[src/rtl/ex_branch_jump_if.sv]
// ex_branch_jump_if: issue, redirect, CDB and status signals of the branch/jump
// execution unit. The slave modport is the unit itself; the master modport is
// the reservation station / fetch / CDB arbiter side.
interface ex_branch_jump_if;
   logic          ex_en;
   logic [111:0]  rs2exe;
   logic          stall;
   logic          redirect_valid;
   logic [31:0]   redirect_pc;
   logic          cdb_req;
   logic          cdb_grant;
   logic [37:0]   cdb;
   logic          overflow;
   logic [31:0]   stat_exec;
   logic [31:0]   stat_taken;

   modport master (
      output ex_en, rs2exe, cdb_grant,
      input  stall, redirect_valid, redirect_pc, cdb_req, cdb, overflow,
             stat_exec, stat_taken
   );

   modport slave (
      input  ex_en, rs2exe, cdb_grant,
      output stall, redirect_valid, redirect_pc, cdb_req, cdb, overflow,
             stat_exec, stat_taken
   );
endinterface

[src/rtl/ex_branch_jump.sv]
// ex_branch_jump: branch/jump execution unit.
// Resolves condition, target and link data in one registered stage, pulses a
// redirect to fetch, and queues {dest, data} in a DEPTH-entry FIFO that is
// broadcast on the CDB under arbiter grant.
// Optional macro BJ_STATS_EN adds executed-op and taken counters; without it
// stat_exec/stat_taken are tied to zero.
module ex_branch_jump #(
   parameter int DEPTH = 4
) (
   input logic             clk,
   input logic             reset,
   input logic             kill,
   ex_branch_jump_if.slave bus
);

   localparam int DATA_W = 32;
   localparam int TAG_W  = 6;
   localparam int CDB_W  = TAG_W + DATA_W;
   localparam int PW     = $clog2(DEPTH);
   localparam int CW     = PW + 1;
   localparam int OCC_W  = CW + 1;
   localparam logic [CW-1:0]    FULL_CNT = CW'(DEPTH);
   localparam logic [OCC_W-1:0] STALL_TH = OCC_W'(DEPTH - 1);

   // Branch condition; jumps are unconditionally taken, NOP opcodes never are.
   function automatic logic br_taken(input logic [3:0] op,
                                     input logic signed [DATA_W-1:0] a,
                                     input logic signed [DATA_W-1:0] b);
      logic t;
      case (op)
         4'd0:    t = (a == b);
         4'd1:    t = (a != b);
         4'd2:    t = (a < b);
         4'd3:    t = (a >= b);
         4'd4:    t = ($unsigned(a) < $unsigned(b));
         4'd5:    t = ($unsigned(a) >= $unsigned(b));
         4'd6,
         4'd7:    t = 1'b1;
         default: t = 1'b0;
      endcase
      return t;
   endfunction

   // JALR target: wrapping add with bit 0 forced clear.
   function automatic logic [DATA_W-1:0] jalr_target(input logic [DATA_W-1:0] base,
                                                     input logic [DATA_W-1:0] off);
      return (base + off) & ~DATA_W'(1);
   endfunction

   // ---------------- stage 0: decode and resolve ----------------
   logic [3:0]               w_op;
   logic [TAG_W-1:0]         w_dest;
   logic signed [DATA_W-1:0] w_opr1;
   logic signed [DATA_W-1:0] w_opr2;
   logic [DATA_W-1:0]        w_addr;
   logic                     w_nop;
   logic                     w_taken;
   logic [DATA_W-1:0]        w_target;
   logic [DATA_W-1:0]        w_data;
   logic                     w_unused_type;

   assign w_op          = bus.rs2exe[105:102];
   assign w_dest        = bus.rs2exe[101:96];
   assign w_opr1        = $signed(bus.rs2exe[95:64]);
   assign w_opr2        = $signed(bus.rs2exe[63:32]);
   assign w_addr        = bus.rs2exe[31:0];
   assign w_unused_type = ^bus.rs2exe[111:106];
   assign w_nop         = w_op[3];
   assign w_taken       = br_taken(w_op, w_opr1, w_opr2);

   // Select target and result data by opcode class.
   always_comb begin
      w_target = w_addr;
      w_data   = '0;
      case (w_op)
         4'd6: w_data = $unsigned(w_opr1);
         4'd7: begin
            w_target = jalr_target($unsigned(w_opr1), w_addr);
            w_data   = $unsigned(w_opr2);
         end
         default: begin
            if (!w_nop) w_data = {{(DATA_W-1){1'b0}}, w_taken};
         end
      endcase
   end

   // ---------------- stage 1: registered result (S1) ----------------
   logic                r_vld_p1;
   logic                r_nop_p1;
   logic                r_taken_p1;
   logic [DATA_W-1:0]   r_target_p1;
   logic [DATA_W-1:0]   r_data_p1;
   logic [TAG_W-1:0]    r_dest_p1;

   // S1 valid follows ex_en; flush clears it.
   always_ff @(posedge clk) begin
      if (reset || kill) r_vld_p1 <= 1'b0;
      else               r_vld_p1 <= bus.ex_en;
   end

   // S1 payload is only meaningful under r_vld_p1, so it carries no reset.
   always_ff @(posedge clk) begin
      if (bus.ex_en) begin
         r_nop_p1    <= w_nop;
         r_taken_p1  <= w_taken;
         r_target_p1 <= w_target;
         r_data_p1   <= w_data;
         r_dest_p1   <= w_dest;
      end
   end

   // A live S1 entry is a valid non-NOP op not being flushed this cycle.
   logic w_live_p1;
   logic w_redirect;
   assign w_live_p1  = r_vld_p1 & ~r_nop_p1 & ~reset & ~kill;
   assign w_redirect = w_live_p1 & r_taken_p1;

   assign bus.redirect_valid = w_redirect;
   assign bus.redirect_pc    = w_redirect ? r_target_p1 : '0;

   // ---------------- stage 2: result FIFO and CDB ----------------
   logic [CDB_W-1:0]  r_mem [DEPTH];
   logic [PW-1:0]     r_wr_ptr;
   logic [PW-1:0]     r_rd_ptr;
   logic [CW-1:0]     r_count;
   logic              r_overflow;
   logic              w_push;
   logic              w_pop;
   logic              w_full;
   logic              w_wr;
   logic              w_drop;
   logic [OCC_W-1:0]  w_occ;

   assign w_push = w_live_p1 & (r_dest_p1 != '0);
   assign w_pop  = (r_count != '0) & bus.cdb_grant;
   assign w_full = (r_count == FULL_CNT);
   // A pop in the same cycle frees the slot, so a full FIFO still accepts.
   assign w_wr   = w_push & (~w_full | w_pop);
   assign w_drop = w_push & w_full & ~w_pop;
   // Occupancy includes the S1 result about to be pushed.
   assign w_occ  = OCC_W'(r_count) + OCC_W'(w_push);

   // Pointers, count and sticky overflow.
   always_ff @(posedge clk) begin
      if (reset || kill) begin
         r_wr_ptr   <= '0;
         r_rd_ptr   <= '0;
         r_count    <= '0;
         r_overflow <= 1'b0;
      end else begin
         if (w_wr)  r_wr_ptr <= r_wr_ptr + PW'(1);
         if (w_pop) r_rd_ptr <= r_rd_ptr + PW'(1);
         case ({w_wr, w_pop})
            2'b10:   r_count <= r_count + CW'(1);
            2'b01:   r_count <= r_count - CW'(1);
            default: r_count <= r_count;
         endcase
         if (w_drop) r_overflow <= 1'b1;
      end
   end

   // FIFO storage write.
   always_ff @(posedge clk) begin
      if (w_wr) r_mem[r_wr_ptr] <= {r_dest_p1, r_data_p1};
   end

   assign bus.cdb_req  = (r_count != '0);
   assign bus.cdb      = w_pop ? r_mem[r_rd_ptr] : '0;
   assign bus.stall    = (w_occ >= STALL_TH);
   assign bus.overflow = r_overflow;

`ifdef BJ_STATS_EN
   logic [31:0] r_stat_exec;
   logic [31:0] r_stat_taken;

   // Wrapping counters; cleared by reset only, kill leaves them running.
   always_ff @(posedge clk) begin
      if (reset) begin
         r_stat_exec  <= '0;
         r_stat_taken <= '0;
      end else begin
         if (r_vld_p1 && !r_nop_p1) r_stat_exec  <= r_stat_exec + 32'd1;
         if (w_redirect)            r_stat_taken <= r_stat_taken + 32'd1;
      end
   end

   assign bus.stat_exec  = r_stat_exec;
   assign bus.stat_taken = r_stat_taken;
`else
   assign bus.stat_exec  = '0;
   assign bus.stat_taken = '0;
`endif

endmodule

[src/flat_wrapper.sv]
// flat-port wrapper written by rule: the top's interface ports become plain ports
module ex_branch_jump_flat 
#(
   parameter int DEPTH = 4
)
  (clk, reset, kill, bus_ex_en, bus_rs2exe, bus_cdb_grant, bus_stall, bus_redirect_valid, bus_redirect_pc, bus_cdb_req, bus_cdb, bus_overflow, bus_stat_exec, bus_stat_taken);
  ex_branch_jump_if bus_i ();
  input logic clk;
  input logic reset;
  input logic kill;
  input wire logic [$bits(bus_i.ex_en)-1:0] bus_ex_en;
  input wire logic [$bits(bus_i.rs2exe)-1:0] bus_rs2exe;
  input wire logic [$bits(bus_i.cdb_grant)-1:0] bus_cdb_grant;
  output wire logic [$bits(bus_i.stall)-1:0] bus_stall;
  output wire logic [$bits(bus_i.redirect_valid)-1:0] bus_redirect_valid;
  output wire logic [$bits(bus_i.redirect_pc)-1:0] bus_redirect_pc;
  output wire logic [$bits(bus_i.cdb_req)-1:0] bus_cdb_req;
  output wire logic [$bits(bus_i.cdb)-1:0] bus_cdb;
  output wire logic [$bits(bus_i.overflow)-1:0] bus_overflow;
  output wire logic [$bits(bus_i.stat_exec)-1:0] bus_stat_exec;
  output wire logic [$bits(bus_i.stat_taken)-1:0] bus_stat_taken;
  assign bus_i.ex_en = bus_ex_en;
  assign bus_i.rs2exe = bus_rs2exe;
  assign bus_i.cdb_grant = bus_cdb_grant;
  assign bus_stall = bus_i.stall;
  assign bus_redirect_valid = bus_i.redirect_valid;
  assign bus_redirect_pc = bus_i.redirect_pc;
  assign bus_cdb_req = bus_i.cdb_req;
  assign bus_cdb = bus_i.cdb;
  assign bus_overflow = bus_i.overflow;
  assign bus_stat_exec = bus_i.stat_exec;
  assign bus_stat_taken = bus_i.stat_taken;
  ex_branch_jump #(.DEPTH(DEPTH)) u_core (.clk(clk), .reset(reset), .kill(kill), .bus(bus_i));
endmodule
[config.mk]
export PLATFORM = sky130hd
export DESIGN_NAME = ex_branch_jump_flat
export DESIGN_NICKNAME = d
export VERILOG_FILES = /design/src/rtl/ex_branch_jump_if.sv /design/src/rtl/ex_branch_jump.sv /design/src/flat_wrapper.sv
export SDC_FILE = /design/constraint.sdc
export NUM_CORES = 1
export LEC_CHECK = 0
export CAP_MARGIN = 10
export CORE_ASPECT_RATIO = 0.8
export CORE_MARGIN = 4
export CORE_UTILIZATION = 45
export CTS_CLUSTER_SIZE = 12
export DETAILED_ROUTE_END_ITERATION = 12
export PLACE_DENSITY = 0.72
export REMOVE_ABC_BUFFERS = 1
export SYNTH_ARGS = -nofsm -noshare
export SYNTH_HDL_FRONTEND = slang
export SYNTH_SLANG_ARGS = --single-unit
[constraint.sdc]
create_clock -name clk -period 4.1 [get_ports clk]
set_input_delay 1.025 -clock clk [delete_from_list [all_inputs] [get_ports clk]]
set_output_delay 1.025 -clock clk [all_outputs]
set_load 0.01 [all_outputs]
==> flow_summary_export.csv <==
group,metric,value,unit
status,status,"finished clean",
cells_and_area,multi_input_area,5107,um2
die,core_area,27500,um2
cells_and_area,fin_util,0.5753,
critical_path,crit_fanout,16,
drt,drt-pass1-iter-count,5,
sta,period_share,0.9893,
clock_tree,hold_buffers,0,
critical_path,crit_arrival,3.03,ns
power,leakagePower,6.391,nW
job,cap_violations,0,
global_route,busiest_layer,"met2",
synthesis,synthesis.area,12670,um2
global_route,met3_usage,0.04106,
global_route,antenna_found_initial,2,
drt,viasPerCell,5.293,
synthesis,ys_warn_count,0,
die,dieWidth,195.6,um
cells_and_area,drive_above_1_share,0.1132,
drt,drcViolationCount,0,
synthesis,synth-seq-cells,235,
placement,port_buffers,184,
sta,slew_viol_final,0,
critical_path,end_kind,"output pin",
clock_tree,clockBufferDepth,3,
global_route,grt.met2_usage,0.3108,
critical_path,startpoint_type,"input port",
drt,wirelength,30720,um
drt,drt_iter0_markers,499,
global_route,grt_util_met1,0.2730,
die,num_io_pins,255,
synthesis,async_reset_ff_frac,0,
synthesis,synth-edff-count,224,
sta,finalHoldViolCount,0,
critical_path,cp_slowest_cell,"clkdlybuf4s50_1",
clock_tree,cts.clk_slew.worst_paths,0.06,ns
power,max-vdd-ir-drop,316.0,uV
critical_path,critPathMaxStageDelay,0.53,ns
sta,max_clock_freq,246.5,MHz
sta,fin_ws,0.04399,ns
global_route,track_usage,0.1911,
die,start_util,0.4608,
global_route,gr-total-overflow,0,
die,dieArea,30930,um2
clock_tree,clk_root_buffer_cell,"clkbuf_16",
synthesis,ys_seq_area_frac,0.5482,
clock_tree,worstSkewPairLatency,0.52,ns
hold_path,hold_path.class,"reg -> reg",
synthesis,avgSynthCellArea,12.62,um2
clock_tree,htreeDepth,1,
sta,relSlewSlack,0.2685,
synthesis,synthDistinctLibCells,70,
sta,post-route-min-period,4.056,ns
drt,vias,8379,
power,p_per_area,368.4,nW/um2
cells_and_area,fillers,2258,
synthesis,synthCells,1004,
cells_and_area,diodes,0,
global_route,grt_max_degree,74,
cells_and_area,mostFrequentLayoutCell,"edfxtp_1",
die,placementRows,54,
cells_and_area,seq_area,6948,um2
die,die_h,158.1,um
cells_and_area,area_growth_syn_to_layout,24.84,%
synthesis,synth_ff_type,"edfxtp_1",
clock_tree,clock_sinks,235,
sta,tns,0,ns
global_route,grt_pass1_wl,46840,um
clock_tree,cts_buffers,26,
placement,pre_cts_slack,-0.2272,ns
sta,worst_slew_pin_slew,1.097,ns
critical_path,crit_type,"in -> out",
drt,routedWlPerCell,19.41,um
placement,dpl.hpwl,21740,um
cells_and_area,nets,1389,
drt,final_antenna_net_count,0,
clock_tree,cts_tree,"yes",
cells_and_area,most-common-layout-cells,"edfxtp_1, clkdlybuf4s50_1, ha_1",
sta,setup-violations-final,0,
placement,place_congestion,0.8521,
global_route,grt_pass1_vias,8353,
critical_path,required,3.07,ns
sta,clock-skew-final,0.01373,ns
critical_path,crit_chain,"clkdlybuf4s50_1 -> or2_4 -> buf_6 -> nor4_4 -> buf_6 -> clkbuf_16 -> and2_1 -> clkdlybuf4s50_1",
[state kept, by name, indices dropped and copies added, names as in the netlist, named ones only]
name / count
u_core.r_wr_ptr: 2
u_core.r_dest_p1: 6
u_core.r_target_p1: 32
u_core.r_taken_p1: 1
u_core.r_vld_p1: 1
u_core.r_nop_p1: 1
u_core.r_data_p1: 32
u_core.r_mem: 152
u_core.r_count: 3
u_core.bus.overflow: 1
u_core.r_rd_ptr: 2
[synthesized netlist by cell type, drive strengths merged, types with 9 or more instances]
cell	instances	area share
edfxtp	224	0.53
buf	76	0.042
ha	68	0.067
nor2	64	0.019
inv	57	0.017
nand2	49	0.015
o21ai	47	0.019
and3	44	0.022
a21oi	40	0.017
and2	39	0.019
mux4	38	0.068
mux2i	36	0.028
clkbuf	31	0.010
a21o	20	0.012
nand3	20	0.0079
nand4	17	0.0084
xor2	13	0.0090
nor3	12	0.0047
dfxtp	11	0.017
xnor2	10	0.0069
a211oi	9	0.0071
o211ai	9	0.0057
[power by group]
part | switching [W] | internal, W | total, W
Clock | 0.000907 | 0.00154 | 0.00245
Combinational | 0.000353 | 0.000283 | 0.000635
Sequential | 0.0000408 | 0.00271 | 0.00275
[worst max-delay path: cells and delay by family]
family	cells	cell delay [ns]
simple gates	3	0.55
buf+inv	5	1.44
[per-stage QoR]
stage	hold slack [ns]	instance area [um2]	total power (W)	std cells
2_1_floorplan	0.4587	12230	0.003132	959
3_3_place_gp	0.4668	14810	0.003410	1536
3_5_place_dp	0.4751	14810	0.003421	1536
4_1_cts	0.4924	15740	0.005887	1581
5_1_grt	0.5005	15820	0.006068	1583
6_report	0.4910	15820	0.005829	1583
[per-layer routing]
metal | share of wire | vias to the layer above
li1 | - | 4030
met3 | 0.065 | 31
met5 | 0.00068 | -
met2 | 0.47 | 249
met1 | 0.45 | 4065
met4 | 0.014 | 4
[final timing paths]
| path | from | endpoint | slack [ns] | cells past startpoint |
|---|---|---|---|---|
| max | reset | bus_redirect_pc[9] | 0.04 | 8 |
| min | u_core.r_data_p1[24] | u_core.r_mem[0][24] | 0.49 | 0 |
| max reg2reg | u_core.r_dest_p1[1] | u_core.r_count[2] | 1.57 | 8 |
| min reg2reg | u_core.r_data_p1[24] | u_core.r_mem[0][24] | 0.49 | 0 |
[logic make-up (layout without fill, tap and decap cells)]
kind of cell / Yosys count / in the layout / share of synthesized area
flops: 235 / 235 / 0.5482
xor+xnor: 23 / 23 / 0.01590
mux: 75 / 75 / 0.09686
other cells: 1 / 64 / 0.0002959
compound gates: 159 / 159 / 0.08442
simple gates: 276 / 276 / 0.1134
fa+ha+maj: 70 / 70 / 0.07030
buf+inv: 165 / 317 / 0.07060
[timing repair]
item                                    4_1_cts  5_1_grt
gates resized for setup                       5       19
cloned                                        0        1
pin swaps                                     1        1
setup buffers                                 0        1
endpoints found under the setup margin       33       32
[cell type report]
type                            instances  share of cell area
Tap cell                              364             0.02879
Clock buffer                           37             0.04563
Timing Repair Buffer                  215              0.1386
Sequential cell                       235              0.4392
Inverter                               57             0.01352
Clock inverter                          8             0.01147
Multi-Input combinational cell        667              0.3228
Power figures use the tool's default switching activity.
